==> src/rtl/apb_pkg.sv <==
// Shared types for the APB host sequencer: mux request codes, FSM states and
// the packed command record stored in the command FIFO.
package apb_pkg;

  localparam int APB_ADDR_W = 32;
  localparam int APB_DATA_W = 32;

  localparam logic [1:0] MUX_IDLE  = 2'b00;
  localparam logic [1:0] MUX_READ  = 2'b01;
  localparam logic [1:0] MUX_WRITE = 2'b11;

  typedef enum logic [1:0] {
    IDLE = 2'd0,
    REQ  = 2'd1,
    WAIT = 2'd2,
    RESP = 2'd3
  } seq_state_t;

  typedef struct packed {
    logic                  write;
    logic [APB_ADDR_W-1:0] addr;
    logic [APB_DATA_W-1:0] wdata;
  } apb_cmd_t;

endpackage

==> src/rtl/apb_cmd_fifo.sv <==
// Synchronous command FIFO. Pointers carry one extra wrap bit so that full and
// empty are told apart without a separate counter.
module apb_cmd_fifo #(
  parameter int DEPTH = 4,
  parameter int WIDTH = 65
) (
  input  logic             PCLK,
  input  logic             PRESET,
  input  logic             push,
  input  logic             pop,
  input  logic [WIDTH-1:0] din,
  output logic [WIDTH-1:0] dout,
  output logic             full,
  output logic             empty
);

  localparam int AW = $clog2(DEPTH);

  logic [AW:0]      wr_ptr;
  logic [AW:0]      rd_ptr;
  logic [WIDTH-1:0] mem [DEPTH];

  assign empty = (wr_ptr == rd_ptr);
  assign full  = (wr_ptr[AW] != rd_ptr[AW]) && (wr_ptr[AW-1:0] == rd_ptr[AW-1:0]);
  assign dout  = mem[rd_ptr[AW-1:0]];

  always_ff @(posedge PCLK or posedge PRESET) begin
    if (PRESET) begin
      wr_ptr <= '0;
      rd_ptr <= '0;
    end else begin
      if (push && !full) wr_ptr <= wr_ptr + 1'b1;
      if (pop && !empty) rd_ptr <= rd_ptr + 1'b1;
    end
  end

  // Storage needs no reset: an entry is only read after it has been written.
  always_ff @(posedge PCLK) begin
    if (push && !full) mem[wr_ptr[AW-1:0]] <= din;
  end

endmodule

==> src/rtl/apb_host_sequencer.sv <==
// Host command sequencer upstream of apb_master: queues commands, issues them one at a
// time on mux/addr_in/wdata_in and answers each from the APB handshake. Macro: APB_SEQ_TIMEOUT_EN.
module apb_host_sequencer
  import apb_pkg::*;
#(
  parameter int DEPTH   = 4,
  parameter int ADDR_W  = APB_ADDR_W,
  parameter int DATA_W  = APB_DATA_W,
  parameter int TIMEOUT = 100
) (
  input  logic              PCLK,
  input  logic              PRESET,
  input  logic              cmd_valid,
  output logic              cmd_ready,
  input  logic              cmd_write,
  input  logic [ADDR_W-1:0] cmd_addr,
  input  logic [DATA_W-1:0] cmd_wdata,
  output logic              rsp_valid,
  input  logic              rsp_ready,
  output logic              rsp_write,
  output logic [DATA_W-1:0] rsp_rdata,
  output logic              rsp_err,
  output logic [1:0]        mux,
  output logic [ADDR_W-1:0] addr_in,
  output logic [DATA_W-1:0] wdata_in,
  input  logic              PSEL,
  input  logic              PENABLE,
  input  logic              PREADY,
  input  logic [DATA_W-1:0] PRDATA,
  output logic              busy,
  output seq_state_t        state_dbg
);

  // valid/ready: a transfer occurs on each rising edge where valid and ready are both
  // high; the sender keeps valid and its payload stable until that edge.

  seq_state_t state, state_nxt;
  apb_cmd_t   push_cmd, head_cmd;
  logic       fifo_full, fifo_empty;
  logic       push, pop, hs, timed_out, done;
  logic       cur_write;

  assign push_cmd  = '{write: cmd_write, addr: cmd_addr, wdata: cmd_wdata};
  assign cmd_ready = !fifo_full;
  assign push      = cmd_valid && cmd_ready;
  assign pop       = (state == IDLE) && !fifo_empty;
  assign hs        = PSEL && PENABLE && PREADY;
  assign done      = (state == WAIT) && (hs || timed_out);

  apb_cmd_fifo #(.DEPTH(DEPTH), .WIDTH($bits(apb_cmd_t))) u_fifo (
    .PCLK  (PCLK),
    .PRESET(PRESET),
    .push  (push),
    .pop   (pop),
    .din   (push_cmd),
    .dout  (head_cmd),
    .full  (fifo_full),
    .empty (fifo_empty)
  );

`ifdef APB_SEQ_TIMEOUT_EN
  localparam int TW = $clog2(TIMEOUT + 1);
  logic [TW-1:0] to_cnt;

  assign timed_out = (state == WAIT) && !hs && (to_cnt == TW'(TIMEOUT - 1));

  always_ff @(posedge PCLK or posedge PRESET) begin
    if (PRESET) begin
      to_cnt  <= '0;
      rsp_err <= 1'b0;
    end else begin
      if (state == REQ)       to_cnt <= '0;
      else if (state == WAIT) to_cnt <= to_cnt + 1'b1;
      if (done) rsp_err <= !hs;
    end
  end
`else
  logic unused_timeout;
  assign unused_timeout = ^TIMEOUT;
  assign timed_out      = 1'b0;
  assign rsp_err        = 1'b0;
`endif

  always_ff @(posedge PCLK or posedge PRESET) begin
    if (PRESET) state <= IDLE;
    else        state <= state_nxt;
  end

  always_comb begin
    state_nxt = state;
    case (state)
      IDLE:    if (!fifo_empty) state_nxt = REQ;
      REQ:     state_nxt = WAIT;
      WAIT:    if (hs || timed_out) state_nxt = RESP;
      RESP:    if (rsp_ready) state_nxt = IDLE;
      default: state_nxt = IDLE;
    endcase
  end

  // mux is non-zero only in the cycle after a pop, i.e. exactly the REQ cycle.
  always_ff @(posedge PCLK or posedge PRESET) begin
    if (PRESET) begin
      mux       <= MUX_IDLE;
      addr_in   <= '0;
      wdata_in  <= '0;
      cur_write <= 1'b0;
      rsp_write <= 1'b0;
      rsp_rdata <= '0;
    end else begin
      mux <= pop ? (head_cmd.write ? MUX_WRITE : MUX_READ) : MUX_IDLE;
      if (pop) begin
        addr_in   <= head_cmd.addr;
        wdata_in  <= head_cmd.wdata;
        cur_write <= head_cmd.write;
      end
      if (done) begin
        rsp_write <= cur_write;
        rsp_rdata <= (hs && !cur_write) ? PRDATA : '0;
      end
    end
  end

  assign rsp_valid = (state == RESP);
  assign busy      = (state != IDLE);
  assign state_dbg = state;

endmodule

==> config.mk <==
export PLATFORM = sky130hd
export DESIGN_NAME = apb_host_sequencer
export DESIGN_NICKNAME = d
export VERILOG_FILES = /design/src/rtl/apb_pkg.sv /design/src/rtl/apb_cmd_fifo.sv /design/src/rtl/apb_host_sequencer.sv
export SDC_FILE = /design/constraint.sdc
export NUM_CORES = 1
export LEC_CHECK = 0
export ABC_AREA = 1
export CELL_PAD_IN_SITES_DETAIL_PLACEMENT = 1
export CELL_PAD_IN_SITES_GLOBAL_PLACEMENT = 2
export CORE_UTILIZATION = 41
export CTS_BUF_LIST = sky130_fd_sc_hd__clkbuf_4 sky130_fd_sc_hd__clkbuf_8
export DETAILED_ROUTE_END_ITERATION = 8
export PLACE_DENSITY = 0.87
export REMOVE_ABC_BUFFERS = 1
export SLEW_MARGIN = 25
export SYNTH_ARGS = -nofsm -noshare
export SYNTH_HDL_FRONTEND = slang
export SYNTH_HIERARCHICAL = 1
export SYNTH_SLANG_ARGS = --single-unit
==> constraint.sdc <==
create_clock -name PCLK -period 7.8 [get_ports PCLK]
set_clock_uncertainty 0.15 [all_clocks]
set_input_delay 2.34 -clock PCLK [delete_from_list [all_inputs] [get_ports PCLK]]
set_output_delay 2.34 -clock PCLK [all_outputs]
set_load 0.01 [all_outputs]
Word level (Yosys, flattened, before mapping)
Memory sizes are Yosys's and may differ from the RTL's. Cells that the tools add are included.

Bits in writable memories: 260. Bits of input ports: 104. Flip-flop bits (word level): 108. Memories kept: 1.

Memory list: u_fifo.mem (words 4, width 65, read ports 1, clocked after memory_dff 0, wr ports 1, RTL line apb_cmd_fifo.sv:21) `logic [WIDTH-1:0] mem [DEPTH];`.

Add/subtract/negate cells: 2. Reduce and logical (&&, ||, !) cells: 15. Mux-type cells: 9. Equal/unequal tests: 9.

Operators by type and width (number): $mux 32 (1); $mux 2 (5); $logic_and 1x1->1 (9); $pmux 2 s4 (1); $add 3x1->3 const B (2); $eq 2x2->1 const B (2); $ne 2x2->1 const B (2); $eq 3x3->1 (1); $logic_not 1->1 (3); $reduce_and 3->1 (1); $eq 2x1->1 const B (1); $eq 2x2->1 (1); $logic_not 2->1 (1); $mux 1 (2); $ne 2x1->1 const B (1); $reduce_bool 2->1 (1); $ne 1x1->1 (1).

Longest topological paths before layout
Depth after elaboration: 7. Gate-level depth with buffers: 12.

Modules after synthesis
Netlist, hierarchy kept.

By module, submodules not included: apb_cmd_fifo (instances 1, area each 10500.1 um2, sequential area each 7957.6 um2, cells an instance 690); apb_host_sequencer (instances 1, area each 4013.8 um2, sequential area each 2552.4 um2, cells an instance 453).

Worst setup path after synthesis
No wires, ideal clock.

Path type: input -> register. Start: input cmd_valid. End: memory u_fifo.mem[0][0] (enable). Stages on the path: 4. Arrival time: 5398 ps. Library setup time: 488 ps. Required time: 7162 ps. Slack: 1763 ps. Path buffers: 0. Path through: inv_1 nor2_1 nand2_2 nor2_1.

Word-level cells in the longest chain between the ends: 4.

RTL lines: start, declared (RTL line apb_host_sequencer.sv:13) `input logic cmd_valid,`; $logic_and 1x1->1 (RTL line apb_host_sequencer.sv:45) `assign push = cmd_valid && cmd_ready;`; net push (RTL line apb_host_sequencer.sv:40) `logic push, pop, hs, timed_out, done;`; $logic_and 1x1->1 (RTL line apb_cmd_fifo.sv:39) `if (push && !full) mem[wr_ptr[AW-1:0]] <= din;`; $mux 1 (RTL line apb_cmd_fifo.sv:39); $mux 1 (not written as such) (RTL line apb_cmd_fifo.sv:39); end, declared (RTL line apb_cmd_fifo.sv:21).

The timed path passes the listed nets, and every way through them passes these cells.

Worst setup path after layout
Start: register u_fifo.rd_ptr[1]. End: output cmd_ready.

Word-level cells in the longest chain between the ends: 3.

RTL lines: start, declared (RTL line apb_cmd_fifo.sv:20) `logic [AW:0] rd_ptr;`; start signal, assigned (RTL line apb_cmd_fifo.sv:33) `if (pop && !empty) rd_ptr <= rd_ptr + 1'b1;`; $eq 2x2->1 (RTL line apb_cmd_fifo.sv:24) `assign full = (wr_ptr[AW] != rd_ptr[AW]) && (wr_ptr[AW-1:0] == rd_ptr[AW-1:0]);`; $logic_and 1x1->1 (RTL line apb_cmd_fifo.sv:24); net fifo_full (RTL line apb_host_sequencer.sv:39) `logic fifo_full, fifo_empty;`; $logic_not 1->1 (RTL line apb_host_sequencer.sv:44) `assign cmd_ready = !fifo_full;`; end, declared (RTL line apb_host_sequencer.sv:14) `output logic cmd_ready,`.

The timed path passes the listed nets, and every way through them passes these cells.

==> impl_metrics.toml <==
[finish]
fill_cells = 3573
final_common_cell = "nand2_1"
multi_input_area_um2 = 3480
nets = 1468
final_cell_mix = "nand2_1 (290), edfxtp_1 (260), clkdlybuf4s50_1 (207), dfrtp_1 (106), nor2_1 (104)"
regArea_um2 = 10500
drive_above_1_share = 0.142
syn2layout_area_growth_pct = 25.5
fin_util = 0.525

[logic_synthesis]
async_flop_share = 0.293
yosysWarnings = 6
syn_area_per_cell_um2 = 12.7
synthAdderAreaFrac = 0.00690
synth_top_cell_area_share = 0.538
ys.flop_type = "edfxtp_1"
synthTopCellsByArea = "edfxtp_1 (54%), dfrtp_1 (19%), nand2_1 (7.5%)"
synthCells = 1143
synth_compound_area_frac = 0.0875
synth_cell_types = 29
muxShareOfSynthArea = 0
synth-xor-area-share = 0.00172
ys_ff_latch = 368
synth_edf_count = 260
synth_top_family_by_area = "simple AND/OR/NAND/NOR gates"
yosysTopAreaCell = "edfxtp_1"
yosysSeqAreaShare = 0.724
synthSimpleGateAreaFrac = 0.142
synth_area_um2 = 14500

[route]
drtIter0Drc = 521
routed_via_density = 5.11
antenna_left = 0
drc = 0
routed_wl_um = 37100
drtPass1Iterations = 4
vias = 9507
wl_per_cell_um = 19.9

[clock_tree]
cts_resized = 0
cts_sinks = 368
post_cts_buffers = 0
path_clk_slew_ns = 0.06
cts_htree_levels = 2
tritoncts = "done"
cts-buffers-inserted = 58
root_buffer = "clkbuf_8"
clockBufferDepth = 3
clk_latency_ns = 0.60
holdBufCountCts = 0

[floorplanning]
start_util = 0.418
rows = 68
die_w_um = 190
io_pins = 209
die-area_um2 = 36200
core_um2 = 34700
fp.dieH_um = 190

[timing]
hold_violations = 0
report.final.slew_viol_count = 0
setup-violations-final = 0
post-route-min-period_ns = 5.04
tns_ns = 0
max-slew-margin-rel = 0.329
fmax_ghz = 0.199
final.period_utilization = 0.646
tightest_slew_ns = 1.00
rsz0062_at_grt = "false"

[placement]
portBuffers = 207
post-dp-hpwl_um = 22000
gp_congestion = 0.750

[grt]
antenna_found_initial = 1
grt_pass1_vias = 10246
use_met1 = 0.263
grt_overflow = 0
grt_usage = 0.207
met3_usage = 0.0395
busiest_layer = "met2"
grt_pass1_wl_um = 57500
met2_usage = 0.356
grt_max_degree = 111

[critical_path]
worstSetupEndpointType = "output port"
crit_path_start_kind = "register"
path_buf_inv = 4
path_class = "register to output port"
arrival_ns = 2.55
critPathMostFrequentCell = "nand2_1"
slowest_delay_ns = 0.61
cp_top_family = "buffers and inverters"
cp_slowest_cell = "buf_4"
cp_max_fo = 69
cp_cell_sequence = "buf_4 > nand2_1 > nand2_1 > nand3_2 > inv_2 > inv_1 > clkdlybuf4s50_1"
cp.required_ns = 5.31

[power_and_ir_drop]
max-vdd-ir-drop_mv = 0.334
p_per_area_nw_per_um2 = 412
leakage_nw = 7.06

[flow_run]
maxCapViolCount = 0

[status]
run_status = "finished clean"

[min_path]
hold_path.class = "register to register"
==> final timing paths <==
| check | endpoint | slack (ns) | from | cells past startpoint |
|---|---|---|---|---|
| min | rsp_rdata[0]$_DFFE_PP0P_ | 0.33 | rsp_rdata[0]$_DFFE_PP0P_ | 2 |
| min in group asynchronous | u_fifo/wr_ptr[2]$_DFFE_PP0P_ | 1.94 | PRESET | 2 |
| max in group asynchronous | wdata_in[5]$_DFFE_PP0P_ | 4.20 | PRESET | 3 |
| min reg2reg | rsp_rdata[0]$_DFFE_PP0P_ | 0.33 | rsp_rdata[0]$_DFFE_PP0P_ | 2 |
| max | cmd_ready | 2.76 | u_fifo/rd_ptr[1]$_DFFE_PP0P_ | 7 |
| max reg2reg | u_fifo/mem[0][58]$_DFFE_PP_ | 3.94 | u_fifo/rd_ptr[1]$_DFFE_PP0P_ | 10 |
==> sequential cells by signal, indices dropped and copies added (netlist names) <==
name / cells
addr_in: 32
cur_write: 1
mux: 2
rsp_rdata: 32
rsp_write: 1
state_dbg: 2
u_fifo/mem: 260
u_fifo/rd_ptr: 3
u_fifo/wr_ptr: 3
wdata_in: 32
==> through the flow <==
step | setup slack [ns] | hold WS (ns) | power [W] | instance area (um^2) | instances
after CTS | 2.69 | 0.333 | 0.00762 | 18200 | 1861
final | 2.76 | 0.326 | 0.00751 | 18200 | 1862
after detailed placement | 2.47 | 0.316 | 0.00573 | 16900 | 1751
after global placement | 2.50 | 0.311 | 0.00561 | 16800 | 1750
after floorplan | 1.52 | 0.303 | 0.00448 | 14100 | 1076
after global routing | 2.58 | 0.343 | 0.00799 | 18200 | 1862
==> worst register-to-register path: cells and delay by family, from the launching register on <==
kind          cells  cell delay [ns]
buf+inv           4             1.41
flops             1             0.34
simple gates      6             1.57
==> logic make-up (layout without fill, tap and decap cells) <==
group	after synthesis	count (layout)
xor gates and xnor gates	2	2
buffers and inverters	93	356
DFF	368	368
other	1	2
and+or+nand+nor	474	474
AOI/OAI and AO/OA	197	197
adders and majority gates	8	8
==> where the power goes <==
group / switching (W) / internal (W)
Clock: 0.000763 / 0.00108
Combinational: 0.00169 / 0.00101
Sequential: 0.000255 / 0.00272
==> synthesized netlist by cell type (2+ instances only) <==
| cell type | n |
|---|---|
| nor2_4 | 26 |
| ha_1 | 8 |
| edfxtp_1 | 260 |
| o21ai_1 | 26 |
| inv_2 | 4 |
| buf_4 | 2 |
| o22ai_2 | 30 |
| buf_12 | 3 |
| dfrtp_1 | 108 |
| inv_1 | 21 |
| buf_6 | 14 |
| nor2_2 | 4 |
| nand2_1 | 290 |
| nor2_1 | 108 |
| o22ai_1 | 35 |
| buf_2 | 20 |
| nand3_1 | 41 |
| nand3_2 | 2 |
| o21ai_2 | 4 |
| o21ai_0 | 102 |
| clkbuf_1 | 27 |
==> routing by layer <==
layer  wire length (um)  share of wire
met4                846          0.023
met5                  0              0
met2              18300           0.49
met3               1890          0.051
met1              16000           0.43
==> final cells by class <==
cell class / count / area share
sequential: 368 / 0.577
multi-input combinational: 682 / 0.191
timing repair buffer: 220 / 0.120
clock buffer: 85 / 0.0584
tap: 455 / 0.0313
clock inverter: 25 / 0.0157
inverter: 26 / 0.00584
antenna: 1 / 0.000137
(Power assumes the default switching activity.)
